### src/rtl/cpu_control_fsm.sv
// cpu_control_fsm
//   Multi-cycle sequencer for the CPU datapath (FETCH/DECODE/EXECUTE/MEM/WB).
//   Drives the imem/dmem req-ack handshakes, the IR latch, the register-file
//   write strobe and the PC update strobe/select.
//
// Parameters
//   ACK_TIMEOUT  max wait cycles for imem_ack/dmem_ack, 0 = wait forever
//   CNT_WIDTH    width of the wait counter, must hold ACK_TIMEOUT
//
// Ports
//   clk, rst             clock (rising edge), synchronous active-high reset
//   opcode, funct3       fields of the latched instruction (funct3 unused)
//   branch_taken         comparator result for the current B-type instruction
//   imem_req/imem_ack    instruction fetch handshake
//   dmem_req/dmem_we     data access request, 1 = store / 0 = load
//   dmem_ack             data access done
//   ir_we, rf_we, pc_we  IR latch, register-file write and PC update strobes
//   pc_sel               0 = PC+4, 1 = PC+imm, 2 = rs1+imm
//   state                FSM state (debug)
//   fault                0 none, 1 illegal opcode, 2 imem timeout, 3 dmem timeout
//
// Optional feature (macro CTRL_PERF_CNT_EN)
//   Adds retired_cnt[31:0] (+1 per pc_we) and cycle_cnt[31:0] (+1 per cycle
//   outside TRAP). Both wrap and clear on rst.

module cpu_control_fsm #(
  parameter int unsigned ACK_TIMEOUT = 255,
  parameter int unsigned CNT_WIDTH   = 8
) (
  input  logic        clk,
  input  logic        rst,
  input  logic [6:0]  opcode,
  input  logic [2:0]  funct3,
  input  logic        branch_taken,
  output logic        imem_req,
  input  logic        imem_ack,
  output logic        dmem_req,
  output logic        dmem_we,
  input  logic        dmem_ack,
  output logic        ir_we,
  output logic        rf_we,
  output logic        pc_we,
  output logic [1:0]  pc_sel,
  output logic [2:0]  state,
  output logic [1:0]  fault
`ifdef CTRL_PERF_CNT_EN
  ,
  output logic [31:0] retired_cnt,
  output logic [31:0] cycle_cnt
`endif
);

  localparam logic [6:0] OP_R     = 7'b0110011;
  localparam logic [6:0] OP_I     = 7'b0010011;
  localparam logic [6:0] OP_LOAD  = 7'b0000011;
  localparam logic [6:0] OP_S     = 7'b0100011;
  localparam logic [6:0] OP_B     = 7'b1100011;
  localparam logic [6:0] OP_JAL   = 7'b1101111;
  localparam logic [6:0] OP_JALR  = 7'b1100111;
  localparam logic [6:0] OP_LUI   = 7'b0110111;
  localparam logic [6:0] OP_AUIPC = 7'b0010111;

  localparam bit                   TIMEOUT_EN = (ACK_TIMEOUT != 0);
  localparam logic [CNT_WIDTH-1:0] TIMEOUT_C  = CNT_WIDTH'(ACK_TIMEOUT);

  typedef enum logic [2:0] {
    S_FETCH   = 3'd0,
    S_DECODE  = 3'd1,
    S_EXECUTE = 3'd2,
    S_MEM     = 3'd3,
    S_WB      = 3'd4,
    S_TRAP    = 3'd5
  } state_e;

  typedef enum logic [1:0] {
    F_NONE    = 2'd0,
    F_ILLEGAL = 2'd1,
    F_IMEM    = 2'd2,
    F_DMEM    = 2'd3
  } fault_e;

  state_e               state_q, state_d;
  fault_e               fault_q, fault_d;
  logic [CNT_WIDTH-1:0] cnt_q, cnt_d;

  logic is_load, is_store, is_branch, is_jal, is_jalr, legal;

  logic unused_funct3;
  assign unused_funct3 = ^funct3;

  assign is_load   = (opcode == OP_LOAD);
  assign is_store  = (opcode == OP_S);
  assign is_branch = (opcode == OP_B);
  assign is_jal    = (opcode == OP_JAL);
  assign is_jalr   = (opcode == OP_JALR);

  always_comb begin
    case (opcode)
      OP_R, OP_I, OP_LOAD, OP_S, OP_B,
      OP_JAL, OP_JALR, OP_LUI, OP_AUIPC: legal = 1'b1;
      default:                           legal = 1'b0;
    endcase
  end

  always_comb begin
    state_d  = state_q;
    fault_d  = fault_q;
    // The counter only has meaning while waiting in FETCH/MEM; defaulting it
    // to zero everywhere else clears it on every entry into those states.
    cnt_d    = '0;
    imem_req = 1'b0;
    dmem_req = 1'b0;
    dmem_we  = 1'b0;
    ir_we    = 1'b0;
    rf_we    = 1'b0;
    pc_we    = 1'b0;
    pc_sel   = 2'd0;

    case (state_q)
      S_FETCH: begin
        imem_req = 1'b1;
        if (imem_ack) begin
          ir_we   = 1'b1;
          state_d = S_DECODE;
        end else if (TIMEOUT_EN && (cnt_q == TIMEOUT_C)) begin
          state_d = S_TRAP;
          fault_d = F_IMEM;
        end else if (TIMEOUT_EN) begin
          cnt_d = cnt_q + CNT_WIDTH'(1);
        end
      end

      S_DECODE: begin
        if (legal) begin
          state_d = S_EXECUTE;
        end else begin
          state_d = S_TRAP;
          fault_d = F_ILLEGAL;
        end
      end

      S_EXECUTE: begin
        if (is_load || is_store) begin
          state_d = S_MEM;
        end else if (is_branch) begin
          pc_we   = 1'b1;
          pc_sel  = branch_taken ? 2'd1 : 2'd0;
          state_d = S_FETCH;
        end else begin
          state_d = S_WB;
        end
      end

      S_MEM: begin
        dmem_req = 1'b1;
        dmem_we  = is_store;
        if (dmem_ack) begin
          if (is_store) begin
            pc_we   = 1'b1;
            state_d = S_FETCH;
          end else begin
            state_d = S_WB;
          end
        end else if (TIMEOUT_EN && (cnt_q == TIMEOUT_C)) begin
          state_d = S_TRAP;
          fault_d = F_DMEM;
        end else if (TIMEOUT_EN) begin
          cnt_d = cnt_q + CNT_WIDTH'(1);
        end
      end

      S_WB: begin
        rf_we   = 1'b1;
        pc_we   = 1'b1;
        pc_sel  = is_jal ? 2'd1 : (is_jalr ? 2'd2 : 2'd0);
        state_d = S_FETCH;
      end

      S_TRAP: ;

      default: state_d = S_FETCH;
    endcase

    // Strobes and requests are suppressed for the whole reset cycle, whatever
    // state the register still holds.
    if (rst) begin
      imem_req = 1'b0;
      dmem_req = 1'b0;
      dmem_we  = 1'b0;
      ir_we    = 1'b0;
      rf_we    = 1'b0;
      pc_we    = 1'b0;
      pc_sel   = 2'd0;
    end
  end

  always_ff @(posedge clk) begin
    if (rst) begin
      state_q <= S_FETCH;
      fault_q <= F_NONE;
      cnt_q   <= '0;
    end else begin
      state_q <= state_d;
      fault_q <= fault_d;
      cnt_q   <= cnt_d;
    end
  end

  assign state = state_q;
  assign fault = fault_q;

`ifdef CTRL_PERF_CNT_EN
  logic [31:0] retired_q, cycle_q;

  always_ff @(posedge clk) begin
    if (rst) begin
      retired_q <= '0;
      cycle_q   <= '0;
    end else begin
      if (pc_we) retired_q <= retired_q + 32'd1;
      if (state_q != S_TRAP) cycle_q <= cycle_q + 32'd1;
    end
  end

  assign retired_cnt = retired_q;
  assign cycle_cnt   = cycle_q;
`endif

endmodule

### config.mk
export PLATFORM = sky130hd
export DESIGN_NAME = cpu_control_fsm
export DESIGN_NICKNAME = d
export VERILOG_FILES = /design/src/rtl/cpu_control_fsm.sv
export SDC_FILE = /design/constraint.sdc
export NUM_CORES = 1
export LEC_CHECK = 0
export ABC_CLOCK_PERIOD_IN_PS = 2900
export BUFFER_PORTS_ARGS = -buffer_cell sky130_fd_sc_hd__buf_2
export CAP_MARGIN = 30
export CORE_UTILIZATION = 45
export DETAILED_ROUTE_END_ITERATION = 16
export GPL_TIMING_DRIVEN = 0
export PLACE_DENSITY = 0.83
export SKIP_CTS_REPAIR_TIMING = 1
export SLEW_MARGIN = 20
export SYNTH_ARGS = -nofsm -noshare
export SYNTH_HDL_FRONTEND = slang
export SYNTH_SLANG_ARGS = --single-unit
### constraint.sdc
create_clock -name clk -period 2.9 [get_ports clk]
set_input_delay 0.29 -clock clk [delete_from_list [all_inputs] [get_ports clk]]
set_output_delay 0.29 -clock clk [all_outputs]
set_load 0.1 [all_outputs]
# Word-level counts from Yosys, hierarchy flattened
# Cells that the tools add are included.
dict set report totals {
  in_bits 15
  regBits 13
}
dict set report classes {
  n_reduce_logical 5
  n_eq_ne 20
  add_sub_neg 1
  muxes 43
}
# op n
set ops {}
lappend ops {{2-to-1 mux 8 bit} 3}
lappend ops {{== test 7 x 6 -> 1 bit (second input constant)} 3}
lappend ops {{== test 7 bit (second input constant)} 3}
lappend ops {{2-to-1 mux 3 bit} 7}
lappend ops {{2-to-1 mux 1 bit} 20}
lappend ops {{2-to-1 mux 2 bit} 8}
lappend ops {{one-hot mux 8 bit (2 select lines)} 1}
lappend ops {{one-hot mux 3 bit (5 select lines)} 1}
lappend ops {{== test 7 x 5 -> 1 bit (second input constant)} 2}
lappend ops {{!= test 2 bit (second input constant)} 5}
lappend ops {{OR reduction 9 bit} 1}
lappend ops {{adder 8 x 1 -> 8 bit (second input constant)} 1}
lappend ops {{== test 8 bit (second input constant)} 1}
lappend ops {{== test 7 x 2 -> 1 bit (second input constant)} 1}
lappend ops {{== test 3 x 2 -> 1 bit (second input constant)} 2}
lappend ops {{== test 3 bit (second input constant)} 2}
lappend ops {{one-hot mux 2 bit (3 select lines)} 1}
lappend ops {{AND reduction 6 bit} 1}
lappend ops {{one-hot mux 2 bit (2 select lines)} 1}
lappend ops {{== test 3 x 1 -> 1 bit (second input constant)} 1}
lappend ops {{logical NOT 3 bit} 1}
lappend ops {{one-hot mux 1 bit (3 select lines)} 1}
lappend ops {{nonzero test 3 bit} 1}
lappend ops {{logical OR 1 bit} 1}

# Logic depth before layout (Yosys ltp)
dict set report depth {
  depth_word 5
  depth_mapped 6
}

# Worst setup path after synthesis
# Ideal clock, no wire load.
dict set report synth_path {
  kind {register -> output}
  startpoint {reg state_q[1], in the netlist state[1]}
  endpoint {out ir_we}
  slack_ns -2.441
  t_arrival_ns 5.051
  path_stages_with_launch 5
  path_cell_list {dfxtp_1 -> clkbuf_1 -> clkbuf_1 -> nor4_1 -> and2_1}
}
dict set report synth_between {
  elab_chain_len 3
}
# item line
set synth_lines {}
lappend synth_lines {{start: declaration} 82} ;# state_e state_q, state_d;
lappend synth_lines {{start signal: assignment} 203} ;# state_q <= state_d;
lappend synth_lines {{logical NOT 3 bit} 119} ;# case (state_q)
lappend synth_lines {{2-to-1 mux 1 bit} 119}
lappend synth_lines {{2-to-1 mux 1 bit} 186} ;# if (rst) begin
lappend synth_lines {{end: declaration} 40} ;# output logic ir_we,
# No other way between the ends.

# Final worst setup path
dict set report layout_path {
  startpoint {reg state_q[1], in the netlist state[1]}
  endpoint {out pc_sel[0]}
}
dict set report layout_between {
  elab_chain_len 3
  elab_cells_between_ends 4
  classes_between {eq/ne: 2; mux: 2}
}
# item line
set layout_lines {}
lappend layout_lines {{== test 3 bit or == test 3 x 2 -> 1 bit (tied branches)} 119}
lappend layout_lines {{one-hot mux 2 bit (2 select lines) (*)} 119}
lappend layout_lines {{2-to-1 mux 2 bit (*)} 186}
lappend layout_lines {{end: declaration} 43} ;# output logic [1:0] pc_sel,
# Mark *: on every way between the ends. The rest lies on a longest branch, timed or not.

==> summary.md <==
| Metric | Value |
|---|---|
| Row count | `15` |
| Syn Area/Cell | `7.54 µm²` |
| Post-layout min period | `2.70 ns` |
| Pin count of the biggest net entering global routing | `11` |
| # setup viols final | `0` |
| Cell Count, Final, Fillers Out | `164` |
| TritonCTS Buffers | `3` |
| Crit path DAT | `2.41 ns` |
| Ys flop type | `dfxtp_1` |
| CTS max path bufs | `2` |
| Sw Ratio | `0.404` |
| Routability cong. | `0.843` |
| Placed Instances | `160` |
| HPWL after DPL | `1700 µm` |
| FF+latch count, synth | `13` |
| First-pass GRT wire length | `3330 µm` |
| Pwr/cell area | `419 mW/mm²` |
| Area grow syn2layout | `28.4%` |
| Via count | `942` |
| Antenna viol nets, final | `0` |
| Status | `finished, final reports clean` |
| Worst-path fanout max | `10` |
| Util after Layout | `0.622` |
| Gate power share | `0.337` |
| Mapped cell area | `845 µm²` |
| Critical-path cell list | `clkbuf_1 > clkbuf_2 > nand4_1 > or4_1 > a21oi_4 > buf_2` |
| Worst skew pair latency | `0.28 ns` |
| Grt total ovfl | `0` |
| Antenna fix cells | `0` |
| Post-synth ARST share | `0` |
| Clock Power Share | `0.246` |
| Setup crit end kind | `output pin` |
| Crit path required time | `2.61 ns` |
| Sequential share of the synthesized area | `0.308` |
| Clock Tree Root | `clkbuf_4` |
| Top delay family on crit path | `buffers and inverters` |
| Tot GR Track Use | `0.223` |
| CP Launch Type | `register` |
| Sequential group share of total power | `0.417` |
| CP peak stage delay | `0.47 ns` |
| Clock transition at path regs | `0.08 ns` |
| Dpl ws | `0.378 ns` |
| Max Cap Viol | `0` |
| Drt drc | `0` |
| Core Box Area | `0.00175 mm²` |
| Die footprint | `0.00205 mm²` |
| Total power | `0.454 mW` |
| Detailed Route Iter0 Violations | `41` |
| Initial core utilization | `0.484` |
| Peak VDD IR | `0.248 mV` |
| CP max-delay cell | `or4_1` |
| Cells after synthesis | `112` |
| Crit Path Category | `reg2out` |
| Number of synthesized flops with an enable pin | `0` |
| Yosys warns | `0` |
| Wirelength per Cell | `13.2 µm` |
| Clk_skew | `0.00390 ns` |
| PortBufs | `23` |
| IO Count | `28` |
| Cell variety after synth | `38` |
| Pre-antenna DRT Iters | `4` |
| Clock Sinks | `13` |
| Die W | `45.3 µm` |
| Final Hold Viols | `0` |
| Die H | `45.3 µm` |
| Worst Hold Class | `in2reg` |
| Share of cells above drive strength 1 | `0.288` |
| # nets final | `156` |
| CP bufs+invs | `3` |
| Post-DR vias/cell | `5.74` |
| Post-route cell area | `0.00108 mm²` |
| Maximum clock rate | `370 MHz` |
| Synth Net Count | `128` |
| CTS H-tree lvls | `1` |
| Setup WS post-layout | `0.197 ns` |
| Hold WS | `0.357 ns` |
| Switching power total | `0.184 mW` |
| Post-Route WL | `2160 µm` |
| Worst-Margin Slew | `0.768 ns` |
| CTS tree | `done` |
| Crit share post-route | `0.932` |
| RSZ-0062 raised after global routing | `no` |
| Setup TNS | `0 ns` |
| Final slew viol count | `0` |
| Vias in the first global route | `794` |
| Post-DP Area | `0.00106 mm²` |
| Fillers | `171` |
| Slew HR | `0.488` |
| Leakage | `0.435 nW` |
| Initial antenna violation count | `0` |
| P_int | `0.271 mW` |
[state kept, by name, indices dropped and copies added, names as in the netlist]
register,cells
cnt_q,8
state,3
fault,2
[final timing paths]
kind                to  cells after the start  slack, ns  startpoint
max reg2reg   fault[0]                      6       0.88    cnt_q[0]
max          pc_sel[0]                      6       0.20    state[1]
min reg2reg   cnt_q[0]                      1       0.45    cnt_q[0]
min           cnt_q[6]                      3       0.36         rst
[cell type report]
type / count / area (µm²) / area share
clock inverters: 1 / 5.00 / 0.00461
flip-flops and latches: 13 / 265 / 0.245
well taps: 25 / 31.3 / 0.0288
plain buffers: 7 / 28.8 / 0.0265
repair buffers: 23 / 115 / 0.106
clock buffers: 3 / 22.5 / 0.0208
inverters: 5 / 18.8 / 0.0173
multi-input cells: 87 / 598 / 0.551
[cell usage in the layout (no fill, tap or decap), types with 2 or more instances in the layout]
master | synthesis | routed
nor2_1 | 13 | 11
nand2_1 | 8 | 8
buf_2 | 0 | 23
o21ai_0 | 4 | 4
xor2_1 | 4 | 4
and4b_1 | 2 | 2
a21oi_1 | 5 | 4
nor2_2 | 0 | 2
nor4_1 | 3 | 2
clkbuf_4 | 0 | 3
xnor2_1 | 2 | 2
nand4_1 | 4 | 4
or4_1 | 2 | 2
nand2b_1 | 4 | 4
nand3_1 | 5 | 5
o311ai_0 | 2 | 2
nor3_1 | 6 | 5
clkbuf_2 | 1 | 2
dfxtp_1 | 13 | 11
clkbuf_1 | 6 | 5
inv_1 | 5 | 5
[synthesized netlist by cell type (all sizes together), types with 3 or more instances]
library cell | instances | area, µm²
dfxtp | 13 | 260
nand2b | 5 | 38.8
nor2 | 13 | 48.8
nand2 | 8 | 30.0
inv | 5 | 18.8
clkbuf | 7 | 27.5
nand4 | 4 | 25.0
nor3 | 6 | 30.0
a21oi | 5 | 25.0
xor2 | 4 | 35.0
o21ai | 4 | 20.0
nor4 | 3 | 18.8
nand3 | 5 | 25.0
[layer usage]
layer | routed length, µm | GRT usage | share of wire
met1 | 909 | 0.280 | 0.42
met2 | 1100 | 0.386 | 0.51
met3 | 120 | 0.0720 | 0.056
met4 | 24 | 0.0182 | 0.011
met5 | 0 | 0 | 0
[power groups by stage]
stage               Combinational (mW)  Clock (mW)  Sequential (mW)
floorplan                       0.0811           0            0.233
global placement                 0.149           0            0.193
detailed placement               0.152           0            0.194
CTS                              0.152       0.114            0.189
global route                     0.162       0.122            0.191
finish                           0.153       0.112            0.189
[worst min-delay path: stages]
cell	delay (ns)
buf_2	0.13
or3_1	0.13
nor2_1	0.05
[cells by family after synthesis]
logic type / after synthesis / synth area share
DFF: 13 / 0.308
xor gates and xnor gates: 6 / 0.0622
AOI/OAI and AO/OA: 20 / 0.159
buffers and inverters: 12 / 0.0548
adders and majority gates: 2 / 0.0267
and+or+nand+nor: 59 / 0.390
No activity file was read; power rests on OpenSTA's default activity.
